--- config.mk ---
export PLATFORM = sky130hd
export DESIGN_NAME = iter_div
export DESIGN_NICKNAME = d
export VERILOG_FILES = /design/src/rtl/iter_div_pkg.sv /design/src/rtl/div_step.sv /design/src/rtl/iter_div.sv
export SDC_FILE = /design/constraint.sdc
export NUM_CORES = 1
export LEC_CHECK = 0
export CAP_MARGIN = 25
export CORE_MARGIN = 8
export CORE_UTILIZATION = 40
export CTS_CLUSTER_DIAMETER = 120
export CTS_CLUSTER_SIZE = 12
export DETAILED_ROUTE_END_ITERATION = 12
export PLACE_DENSITY = 0.6
export SYNTH_ARGS = -nofsm -noshare
export SYNTH_HDL_FRONTEND = slang
export SYNTH_SLANG_ARGS = --single-unit
export TNS_END_PERCENT = 20
--- constraint.sdc ---
create_clock -name clk -period 5.75 [get_ports clk]
set_input_delay 1.15 -clock clk [delete_from_list [all_inputs] [get_ports clk]]
set_output_delay 1.15 -clock clk [all_outputs]
set_load 0.005 [all_outputs]
--- src/rtl/iter_div_pkg.sv ---
// iter_div_pkg: shared divider constants, state encoding and operand helpers
package iter_div_pkg;
    localparam int DIV_WD     = 32;
    localparam int DIV_RES_WD = 64;

    typedef enum logic [1:0] {
        DIV_IDLE = 2'd0,
        DIV_CALC = 2'd1,
        DIV_DONE = 2'd2
    } div_state_e;

    function automatic logic [DIV_WD-1:0] abs32(input logic [DIV_WD-1:0] v, input logic s);
        return (s && v[DIV_WD-1]) ? (~v + 32'd1) : v;
    endfunction

    function automatic logic [DIV_WD-1:0] neg_if(input logic [DIV_WD-1:0] v, input logic n);
        return n ? (~v + 32'd1) : v;
    endfunction

    function automatic logic [DIV_RES_WD-1:0] pack_res(input logic [DIV_WD-1:0] rem, input logic [DIV_WD-1:0] quo);
        return {rem, quo};
    endfunction
endpackage

--- src/rtl/div_step.sv ---
// div_step: one combinational restoring shift/subtract step against |divisor|
module div_step (
    input  logic [32:0] pr_hi_i,
    input  logic [31:0] dvs_i,
    output logic [31:0] rem_o,
    output logic        q_o
);
    assign q_o   = pr_hi_i >= {1'b0, dvs_i};
    assign rem_o = q_o ? 32'(pr_hi_i - {1'b0, dvs_i}) : pr_hi_i[31:0];
endmodule

--- src/rtl/iter_div.sv ---
// iter_div: 32-step restoring divider for DIV/DIVU returning {remainder, quotient}
module iter_div
    import iter_div_pkg::*;
(
    input  logic        clk,
    input  logic        reset,
    input  logic        div_en,
    input  logic        div_signed,
    input  logic [31:0] div_src1,
    input  logic [31:0] div_src2,
    input  logic        div_ack,
    input  logic        cancel,
    output logic        busy,
    output logic        complete,
    output logic [63:0] div_res
);
    div_state_e state_q, state_d;
    logic [4:0]  cnt_q;
    logic [63:0] pr_q;
    logic [31:0] dvs_q;
    logic [31:0] src1_q;
    logic        q_neg_q, r_neg_q, dz_q;
    logic [63:0] res_q;
    logic [31:0] rem_nx;
    logic        q_bit;
    logic [31:0] quo_nx;
    logic [63:0] res_fix;
    logic        start;

    div_step u_step (
        .pr_hi_i(pr_q[63:31]),
        .dvs_i  (dvs_q),
        .rem_o  (rem_nx),
        .q_o    (q_bit)
    );

    assign start    = state_q == DIV_IDLE && div_en && !cancel;
    assign quo_nx   = {pr_q[30:0], q_bit};
    assign res_fix  = dz_q ? pack_res(src1_q, 32'hFFFF_FFFF)
                           : pack_res(neg_if(rem_nx, r_neg_q), neg_if(quo_nx, q_neg_q));
    assign busy     = state_q != DIV_IDLE;
    assign complete = state_q == DIV_DONE;
    assign div_res  = res_q;

    // next state: cancel dominates, then start / last step / acknowledge
    always_comb begin
        state_d = state_q;
        if (cancel)
            state_d = DIV_IDLE;
        else
            unique case (state_q)
                DIV_IDLE: state_d = div_en ? DIV_CALC : DIV_IDLE;
                DIV_CALC: state_d = (cnt_q == 5'd31) ? DIV_DONE : DIV_CALC;
                DIV_DONE: state_d = div_ack ? DIV_IDLE : DIV_DONE;
                default:  state_d = DIV_IDLE;
            endcase
    end

    // state, operand capture, iteration and result register
    always_ff @(posedge clk) begin
        if (reset) begin
            state_q <= DIV_IDLE;
            cnt_q   <= '0;
            pr_q    <= '0;
            dvs_q   <= '0;
            src1_q  <= '0;
            q_neg_q <= 1'b0;
            r_neg_q <= 1'b0;
            dz_q    <= 1'b0;
            res_q   <= '0;
        end else begin
            state_q <= state_d;
            if (start) begin
                cnt_q   <= '0;
                pr_q    <= {32'd0, abs32(div_src1, div_signed)};
                dvs_q   <= abs32(div_src2, div_signed);
                src1_q  <= div_src1;
                q_neg_q <= div_signed & (div_src1[31] ^ div_src2[31]);
                r_neg_q <= div_signed & div_src1[31];
                dz_q    <= div_src2 == 32'd0;
            end else if (state_q == DIV_CALC) begin
                cnt_q <= cnt_q + 5'd1;
                pr_q  <= {rem_nx, quo_nx};
                if (cnt_q == 5'd31 && !cancel)
                    res_q <= res_fix;
            end
        end
    end
endmodule

Yosys cells after proc, flatten, opt, wreduce, memory -nomap -nowiden
Cells that the tools add are included.
- register bits: 202
- bits of input ports: 70
- word-level logic and storage cells: 53
- $add $sub $neg: 6
- magnitude comparators: 1
- equal/unequal tests: 3
- mux-type cells: 12
- bitwise operators: 8
- reductions and logical operators: 13
- operators with widths (operator ; count):
    $mux W32 ; 7
    $add A32 B1 Y32 const B ; 4
    $not A32 Y32 ; 4
    $mux W64 ; 1
    $ge A33 B32 Y1 ; 1
    $logic_not A32 Y1 ; 1
    $sub A32 B32 Y32 ; 1
    $pmux W2 S3 ; 1
    $add A5 B1 Y5 const B ; 1
    $eq A5 B5 Y1 const B ; 1
    $logic_and A1 B1 Y1 ; 5
    $mux W2 ; 2
    $reduce_bool A2 Y1 ; 2
    $reduce_or A2 Y1 ; 2
    $reduce_and A3 Y1 ; 1
    $and A1 B1 Y1 ; 2
    $eq A2 B1 Y1 const B ; 1
    $eq A2 B2 Y1 const B ; 1
    $logic_not A2 Y1 ; 1
    $logic_not A1 Y1 ; 1
    $mux W1 ; 1
    $not A1 Y1 ; 1
    $xor A1 B1 Y1 ; 1

Depth between registers and ports, before layout
Gate-level depths: netlist of the first run.
- depth in word-level cells: 6
- depth in mapped cells: 21
- gate-level depth less buffers: 17

By module
Synthesis of the first run repeated with hierarchy kept, for this count alone.
- cells, all modules: 1668
- area, all modules: 13107.6 um^2
- by module, submodules not included (module ; times used ; cells an instance ; area each (um^2)):
    iter_div ; 1 ; 1329 ; 10625.2
    div_step ; 1 ; 339 ; 2482.4

Worst setup path before layout of the first run
OpenSTA, ideal clock, no wires.
- path kind: register to register
- start point: register dvs_q[23]
- end point: register res_q[60] (netlist: div_res[60])
- arrival time: 4465 ps
- setup slack: 1154 ps
- stages on the path, launching flop included: 22
- path buffers: 4
- path through: dfxtp_1 > inv_1 > ha_1 > buf_2 > and3_1 > nor3b_1 > a32oi_1 > a21o_1 > nand2_4 > clkbuf_1 > clkbuf_1 > buf_2 > nand2_1 > o21ai_0 > ha_1 > nand4_1 > or4b_4 > o2bb2ai_4 > nand4_4 > o31ai_2 > xnor2_1 > o22ai_1
- longest elaborated chain between the ends: 6
- RTL lines (element ; RTL line ; source):
    from (decl) ; iter_div.sv:20 ; logic [31:0] dvs_q;
    from (signal assigned) ; iter_div.sv:76 ; dvs_q <= abs32(div_src2, div_signed);
    $sub A32 B32 Y32 or $ge A33 B32 Y1 (tied branches) ; div_step.sv:9, div_step.sv:8 ;
    $mux W32 * ; div_step.sv:9 ; assign rem_o = q_o ? 32'(pr_hi_i - {1'b0, dvs_i}) : pr_hi_i[31:0];
    $not A32 Y32 ; iter_div_pkg.sv:17 ; return n ? (~v + 32'd1) : v;
    $add A32 B1 Y32 ; iter_div_pkg.sv:17 ;
    $mux W32 * ; iter_div_pkg.sv:17 ;
    $mux W64 * ; iter_div.sv:39 ; assign res_fix = dz_q ? pack_res(src1_q, 32'hFFFF_FFFF)
    to (signal assigned) ; iter_div.sv:85 ; res_q <= res_fix;
    to (decl) ; iter_div.sv:23 ; logic [63:0] res_q;
Every way passes the cells marked *; elsewhere a longest branch is shown, timed or not.
A chain may end at the register's enable or synchronous reset.

Final worst setup path of the first run
- start point: register pr_q[41]
- end point: register res_q[60] (netlist: div_res[60])
- longest elaborated chain between the ends: 6
- RTL lines (element ; RTL line ; source):
    from (decl) ; iter_div.sv:19 ; logic [63:0] pr_q;
    from (signal assigned) ; iter_div.sv:75 ; pr_q <= {32'd0, abs32(div_src1, div_signed)};
    from (signal assigned) ; iter_div.sv:83 ; pr_q <= {rem_nx, quo_nx};
    $sub A32 B32 Y32 or $ge A33 B32 Y1 (tied branches) ; div_step.sv:9, div_step.sv:8 ;
    $mux W32 * ; div_step.sv:9 ;
    $not A32 Y32 ; iter_div_pkg.sv:17 ;
    $add A32 B1 Y32 ; iter_div_pkg.sv:17 ;
    $mux W32 * ; iter_div_pkg.sv:17 ;
    $mux W64 * ; iter_div.sv:39 ;
Marks and branches as above.

==> metrics.txt, run 1 <==
Ys Warns 0; synth top area cells dfxtp_1, nor2_1, nand2_1, xnor2_1, a21oi_1; TritonRoute pass-1 iters 7; Hold Crit Depth 2; IO Port Bufs 135; Tot GR Track Use 23.3%; die area 38,300 um^2; Mapped Avg Cell Area 7.54 um^2; Final setup viols 0; outcome completed; Setup CP Type register to register; synth unique cells 91; die width 196 um; Placement Rows 66; WP data required 6.13 ns; post-synthesis cell count 1,716; EDFF count, synth 0; Initial Util 40.2%; # H-tree levels 1; Worst Setup SP pr_q[41]; CP Capture Type register; FMAX 0.211 GHz; Post-Syn Area 12,900 um^2; area share of the leading cell type in the synthesized netlist 31.3%; fraction of final layout cells sized beyond drive strength 1 4.61%; CTS tree yes; Final Hold Vio Count 0; CP arrival 5.10 ns; VDD IR-drop max 0.136 mV; setup TNS 0 ns; hold path start src1_q[30]; Root Buffer clkbuf_16; DRC viols 0; Slowest-stage cell, CP nor4_1; CTS-repair resized insts 0; Layout Nets 1,889; Vias/cell 5.91; Yosys reg bits 202; Hold Path Class register to register; Pleak 5.43 nW; TritonCTS Sinks 202; Final HPWL DP 34,200 um; Syn Nets 1,825; RD Place Congestion 0.929; Worst path max stage delay 0.58 ns; CTS Hold Buffers Added 0; register area 4040 um^2; sequential fraction of the synthesis area 31.3%; most numerous cell on the critical path ha_1; top cell type by total area after synthesis dfxtp_1; Worst setup SP type register; Slew Limit Fails 0; Post-CTS Setup Bufs 0; I/O Pins 136; crit path time final 4.73 ns; ys flop type dfxtp_1; CP cell instances ha_1 -> nand2_1 -> nor4_1 -> o211a_1 -> o31ai_4 -> nand2_4 -> mux2i_1 -> ha_1 -> nand4_1 -> or4b_4 -> o2bb2ai_4 -> nand4_4 -> o31ai_2 -> xnor2_1 -> o22ai_1; initial antenna violation count 0; area grow syn2layout 16.6%; first-pass GRT wire length 72,200 um; CTS clk-pin slew, worst paths 0.06 ns; Avg WL per Cell 21.0 um; PnR Total Power 0.00418 W; Power Density 277 nW/um^2; most frequent cells in the layout nor2_1, nand2_1, dfxtp_1, clkdlybuf4s50_1, a21oi_1; Vias 12.9k; antenna cells 0; Worst Path Max Fanout 9; largest net degree at the start of global routing 133; WL final 45,900 um; Tcrit/Tclk final 82.2%; core region area 32,200 um^2; clk_lat worst skew 0.52 ns; Reg2Reg Depth 15; RSZ-0062 raised after global routing no; commonest non-fill, non-tap cell in the layout nor2_1; Clock Skew 0.0231 ns; Die Ht 196 um; vias in the first global route 12.7k; antenna viol nets, final 0; GRT Residual Overflow 0; Slew HR 31.0%; maxcap violations 0; number of fill cells 3,253; Slew @ Worst Pin 1.03 ns; CTS buffer count 20; Max clock buf depth 3; Post-synth ARST share 0%; drt initial violations 1,000; Multi-input gate area 8230 um^2; FF-to-FF Start pr_q[41]; setup slack, reg-to-reg 1.02 ns
==> final cells by class <==
cell class / count / share of cell area (%)
Multi-Input combinational cell: 1343 / 54.6
Tap cell: 408 / 3.39
Clock buffer: 21 / 3.41
Inverter: 54 / 1.34
Sequential cell: 202 / 26.8
Clock inverter: 1 / 0.108
Timing Repair Buffer: 159 / 10.4
==> cell families after synthesis <==
kind of cell	Yosys count	synth area share, %
mux	27	2.13
fa+ha+maj	39	3.83
xor+xnor	115	7.79
flops	202	31.3
buf+inv	171	5.24
simple gates	656	23.1
compound gates	506	26.6
==> worst paths after layout <==
kind	to
setup / recovery	div_res[60]
hold / removal	src1_q[30]
setup reg to reg	div_res[60]
hold reg to reg	src1_q[30]
==> power by group <==
part / switching (W) / internal, W
clock: 0.000561 / 0.000632
combinational: 0.000926 / 0.000539
sequential: 0.0000620 / 0.00146
total: 0.00155 / 0.00263
==> metrics by stage <==
step                area, um^2  cells  hold WS [ns]  setup WS [ns]  util (%)
floorplan                12900   1716         0.431           1.15         -
global placement         14500   2165         0.441           1.26      45.1
detailed placement       14500   2166         0.444           1.15      45.2
CTS                      15100   2188         0.452           1.17      46.8
global route             15100   2188         0.469          0.765      46.8
finish                   15100   2188         0.451           1.02      46.8
==> registers in the layout, indices dropped and copies added (netlist names) <==
signal,cells
src1_q,32
cnt_q,5
state_q,2
q_neg_q,1
dvs_q,32
dz_q,1
pr_q,64
div_res,64
r_neg_q,1
==> worst max-delay path, delay by kind of cell, from the launching register on <==
kind,cells,cell delay [ns]
AO/OA/AOI/OAI,5,1.12
XOR/XNOR,1,0.15
adder cells (fa/ha/maj),2,0.90
flip-flops,1,0.39
multiplexers,1,0.29
AND/OR/NAND/NOR,6,1.74
==> cells in the mapped netlist (all sizes together) (9+ instances only) <==
cell type and number:
xor2 43, inv 53, a21oi 124, or4 15, nand3 19, o22ai 37
nand2 222, nand2b 9, dfxtp 202, o21ai 84, a21o 12, buf 32
or3 21, ha 38, nor2 241, nor4 23, a31oi 19, nor3 39
clkbuf 85, o211ai 17, o31ai 24, o41ai 11, mux2i 23, a211oi 74
and3 14, a311oi 22, xnor2 72, nand4 13
==> metal layers <==
metal / track usage (%) / wire (um)
met1: 30.3 / 20600
met2: 37.9 / 20800
met3: 4.15 / 2760
met4: 8.90 / 1670
met5: 0 / 0
Note: power is estimated with default switching activity, not from simulation.
==> run 2: changes to the inputs <==
- PLACE_DENSITY: 0.6 -> 0.62
- clock period: 5.75 -> 3.8 ns (I/O delays scaled with it)
==> metrics.txt, run 2 (synthesis results as in run 1) <==
outcome completed; CTS tree yes; WP data required 4.23 ns; TritonCTS Sinks 202; Worst setup SP type register; largest net degree at the start of global routing 102; Final setup viols 0; first-pass GRT wire length 75,800 um; antenna cells 0; Fin Hold WS 0.455 ns; core region area 32,200 um^2; PnR Total Power 0.00726 W; number of fill cells 3,047; GRT Residual Overflow 0; crit path time final 3.71 ns; Worst Path Max Fanout 3; CP Capture Type register; Vias 14.1k; RSZ-0062 raised after global routing yes; drt initial violations 1,194; Worst path max stage delay 0.42 ns; Internal 0.00460 W; CP cell instances buf_4 -> fa_2 -> a211oi_4 -> buf_6 -> nor4_2 -> a211o_1 -> a221oi_2 -> buf_4 -> o21ai_0 -> xor2_1 -> o31ai_1 -> and2_1 -> a41oi_2 -> xor2_1 -> a221oi_1; die width 196 um; CTS Hold Buffers Added 0; die area 38,300 um^2; clk_lat worst skew 0.53 ns; most frequent cells in the layout buf_4, nor2_1, nand2_1, dfxtp_1, clkdlybuf4s50_1; Root Buffer clkbuf_16; Initial Util 40.2%; Tcrit/Tclk final 97.7%; maxcap violations 0; Clock Skew 0.0267 ns; switching share of power 36.7%; Buf+Inv Stages, Crit Path 3; fraction of power consumed by combinational cells 43.3%; CP arrival 4.15 ns; Slew HR 31.7%; Placement Rows 66; TritonRoute pass-1 iters 5; Avg WL per Cell 20.6 um; Die Ht 196 um; I/O Pins 136; FMAX 0.269 GHz; vias in the first global route 13.3k; VDD IR-drop max 0.287 mV; Core Util, Final 54.4%; worst setup margin 0.0879 ns; WL final 49,800 um; Vias/cell 5.84; CTS clk-pin slew, worst paths 0.06 ns; Tot GR Track Use 24.6%; Pleak 6.65 nW; Setup CP Type register to register; Top delay family on crit path compound AO/OA/AOI/OAI gates; Slew Limit Fails 0; Final HPWL DP 37,500 um; DRC viols 0; Place WS -0.169 ns; initial antenna violation count 0; Hold Path Class register to register; Power Density 414 nW/um^2; Slowest-stage cell, CP fa_2; placed insts 2,378; # H-tree levels 1; Final Hold Vio Count 0; Slew @ Worst Pin 1.02 ns; RD Place Congestion 0.985; sequential share of power 31.6%; antenna viol nets, final 0; Layout Cells excl Fill 2,421; area grow syn2layout 35.6%; sw power 0.00266 W; CTS buffer count 20; fraction of final layout cells sized beyond drive strength 1 20.9%; Max clock buf depth 3; IO Port Bufs 135; clock network fraction of total power 25.0%; commonest non-fill, non-tap cell in the layout buf_4; Layout Nets 2,122
run 2: cell count changes in the layout (fill, tap and decap cells not counted), moves of 12 or more:
| cell | before | now |
|---|---|---|
| inv_1 | 52 | 40 |
| ha_1 | 38 | 11 |
| inv_2 | 1 | 13 |
| buf_4 | 23 | 250 |
| ha_4 | 0 | 24 |
| dfxtp_2 | 0 | 13 |
| dfxtp_1 | 202 | 188 |
run 2: through the flow:
| step | setup TNS [ns] | instance area (um^2) |
|---|---|---|
| 4_1_cts | 0 | 16900 |
| 6_report | 0 | 17500 |
| 3_5_place_dp | -1.01 | 16200 |
| 2_1_floorplan | -2.38 | 13000 |
| 5_1_grt | -0.300 | 17500 |
| 3_3_place_gp | -0.641 | 16200 |
run 2: area by class of cell:
cell class	instances	area [um^2]	area share, %
well taps	408	510	2.91
inverters	54	203	1.16
flip-flops and latches	202	4060	23.2
clock inverters	1	16.3	0.0928
repair buffers	392	3360	19.2
multi-input cells	1343	8870	50.6
clock buffers	21	514	2.93
run 2: what timing repair did:
action	4_1_cts	5_1_grt
hold endpoints to repair	0	0
resized for setup	19	110
buffers inserted	3	18
setup endpoints to repair	14	31
pin swaps	13	24
run 2: power by group through the flow:
stage / Combinational [W] / Clock, W / Sequential, W
2_1_floorplan: 0.00160 / 0 / 0.00231
3_3_place_gp: 0.00282 / 0 / 0.00233
3_5_place_dp: 0.00282 / 0 / 0.00233
4_1_cts: 0.00288 / 0.00185 / 0.00229
5_1_grt: 0.00336 / 0.00193 / 0.00231
6_report: 0.00315 / 0.00182 / 0.00230
run 2: worst register-to-register path, cell delays in order, from the launching register on:
cell	delay, ns
dfxtp_4	0.36
buf_4	0.14
fa_2	0.42
a211oi_4	0.27
buf_6	0.15
nor4_2	0.05
a211o_1	0.36
a221oi_2	0.30
buf_4	0.18
o21ai_0	0.13
xor2_1	0.20
o31ai_1	0.28
and2_1	0.23
a41oi_2	0.15
xor2_1	0.17
a221oi_1	0.24
run 2: final timing paths:
check / startpoint / end / slack [ns] / cells after the start
min: src1_q[28] / src1_q[28] / 0.46 / 2
max reg2reg: pr_q[32] / div_res[62] / 0.09 / 15
max: pr_q[32] / div_res[62] / 0.09 / 15
min reg2reg: src1_q[28] / src1_q[28] / 0.46 / 2
run 2: routing by layer:
layer	vias to the layer above	wire (um)	track usage [%]
li1	6804	-	-
met4	0	1690	8.82
met1	6746	23200	34.2
met2	508	21700	38.0
met3	91	3240	3.87
met5	-	0	0
==> run 3: changes to the inputs <==
- GPL_ROUTABILITY_DRIVEN: unset -> 0
==> metrics.txt, run 3 (synthesis results as in run 1) <==
clk_lat worst skew 0.52 ns; Initial Util 40.2%; PnR Total Power 0.00715 W; CP Capture Type register; IO Port Bufs 135; Max clock buf depth 3; maxcap violations 0; DRC viols 0; area grow syn2layout 32.9%; CTS clk-pin slew, worst paths 0.06 ns; fraction of power consumed by combinational cells 42.5%; antenna viol nets, final 0; Setup CP Type register to register; Final Hold Vio Count 0; setup slack, reg-to-reg 0.05 ns; switching share of power 36.5%; die area 38,300 um^2; VDD IR-drop max 0.283 mV; TritonRoute pass-1 iters 6; setup TNS 0 ns; number of fill cells 3,071; Clock Skew 0.0154 ns; commonest non-fill, non-tap cell in the layout nor2_1; clock network fraction of total power 25.4%; WL final 48,100 um; sequential share of power 32.1%; Layout Cells excl Fill 2,400; Pleak 6.52 nW; CTS tree yes; WP data required 4.19 ns; Placement Rows 66; largest net degree at the start of global routing 126; placed insts 2,370; FMAX 0.267 GHz; Avg WL per Cell 20.1 um; Final setup viols 0; antenna cells 0; Vias/cell 5.86; TritonCTS Sinks 202; CP arrival 4.14 ns; Final HPWL DP 36,400 um; Worst setup SP type register; CTS buffer count 20; Slew @ Worst Pin 0.997 ns; sw power 0.00261 W; most frequent cells in the layout nor2_1, buf_4, nand2_1, dfxtp_1, clkdlybuf4s50_1; drt initial violations 1,250; Slew HR 33.4%; crit path time final 3.75 ns; die width 196 um; vias in the first global route 13.3k; core region area 32,200 um^2; Vias 14.1k; outcome completed; I/O Pins 136; Hold Path Class register to register; Tcrit/Tclk final 98.6%; CTS Hold Buffers Added 0; Power Density 416 nW/um^2; Layout Nets 2,101; Internal 0.00454 W; Core Util, Final 53.4%; Tot GR Track Use 23.7%; Root Buffer clkbuf_16; RSZ-0062 raised after global routing yes; # H-tree levels 1; fraction of final layout cells sized beyond drive strength 1 18.6%; first-pass GRT wire length 74,500 um; GRT Residual Overflow 0; Die Ht 196 um; initial antenna violation count 0; Worst Path Max Fanout 5; Slew Limit Fails 0
-- run 3: cell count changes in the layout (fill, tap and decap cells not counted), moves of 3 or more --
cell / before / now
dfxtp_2: 13 / 9
buf_4: 250 / 231
dfxtp_1: 188 / 193
inv_2: 13 / 7
ha_4: 24 / 18
ha_1: 11 / 17
a21oi_2: 8 / 5
o21ai_0: 78 / 74
inv_1: 40 / 44
o21ai_1: 2 / 6
a21oi_1: 115 / 118
-- run 3: final timing paths --
| kind | start | to | depth (start not counted) |
|---|---|---|---|
| setup / recovery | dvs_q[29] | div_res[60] | 17 |
| hold / removal | dvs_q[25] | dvs_q[25] | 2 |
| setup reg to reg | dvs_q[29] | div_res[60] | 17 |
| hold reg to reg | dvs_q[25] | dvs_q[25] | 2 |
-- run 3: power groups by stage --
stage | sequential (W) | combinational (W) | clock (W)
final | 0.00230 | 0.00304 | 0.00181
after global routing | 0.00231 | 0.00324 | 0.00192
after CTS | 0.00229 | 0.00285 | 0.00184
after detailed placement | 0.00233 | 0.00281 | 0
after global placement | 0.00233 | 0.00279 | 0
after floorplan | 0.00231 | 0.00160 | 0
-- run 3: what timing repair did --
item,in CTS,in global routing
setup buffers,0,8
pin swaps,12,16
resized for setup,16,80
endpoints found under the setup margin,19,26
-- run 3: through the flow --
stage | hold slack [ns] | instance area [um^2] | worst slack, ns
2_1_floorplan | 0.431 | 13000 | -0.442
3_3_place_gp | 0.439 | 16100 | -0.121
3_5_place_dp | 0.447 | 16100 | -0.137
4_1_cts | 0.455 | 16800 | -0.0132
5_1_grt | 0.468 | 17200 | -0.108
6_report | 0.453 | 17200 | 0.0520
-- run 3: layout make-up --
cell class | instances | area (um^2) | area share [%]
multi-input cells | 1343 | 8700 | 50.6
flip-flops and latches | 202 | 4060 | 23.6
repair buffers | 371 | 3190 | 18.5
clock buffers | 21 | 514 | 2.99
well taps | 408 | 510 | 2.97
inverters | 54 | 208 | 1.21
clock inverters | 1 | 16.3 | 0.0946
-- run 3: metal layers --
| layer | wire length (um) | global-route usage, % |
|---|---|---|
| met1 | 21900 | 33.1 |
| met2 | 21400 | 37.6 |
| met3 | 3500 | 3.32 |
| met4 | 1330 | 6.88 |
| met5 | 0 | 0 |
-- run 3: worst max-delay path: stages, from the launching register on --
cell       delay [ns]
dfxtp_2          0.33
inv_1            0.07
ha_2             0.18
a21o_1           0.17
a211o_1          0.34
a2111oi_4        0.35
a21o_1           0.22
nand2_4          0.09
buf_4            0.16
o21ai_4          0.15
ha_4             0.17
nand4_1          0.08
or4b_4           0.58
o2bb2ai_4        0.18
nand4_4          0.12
o31ai_4          0.20
xnor2_1          0.15
o22ai_1          0.08
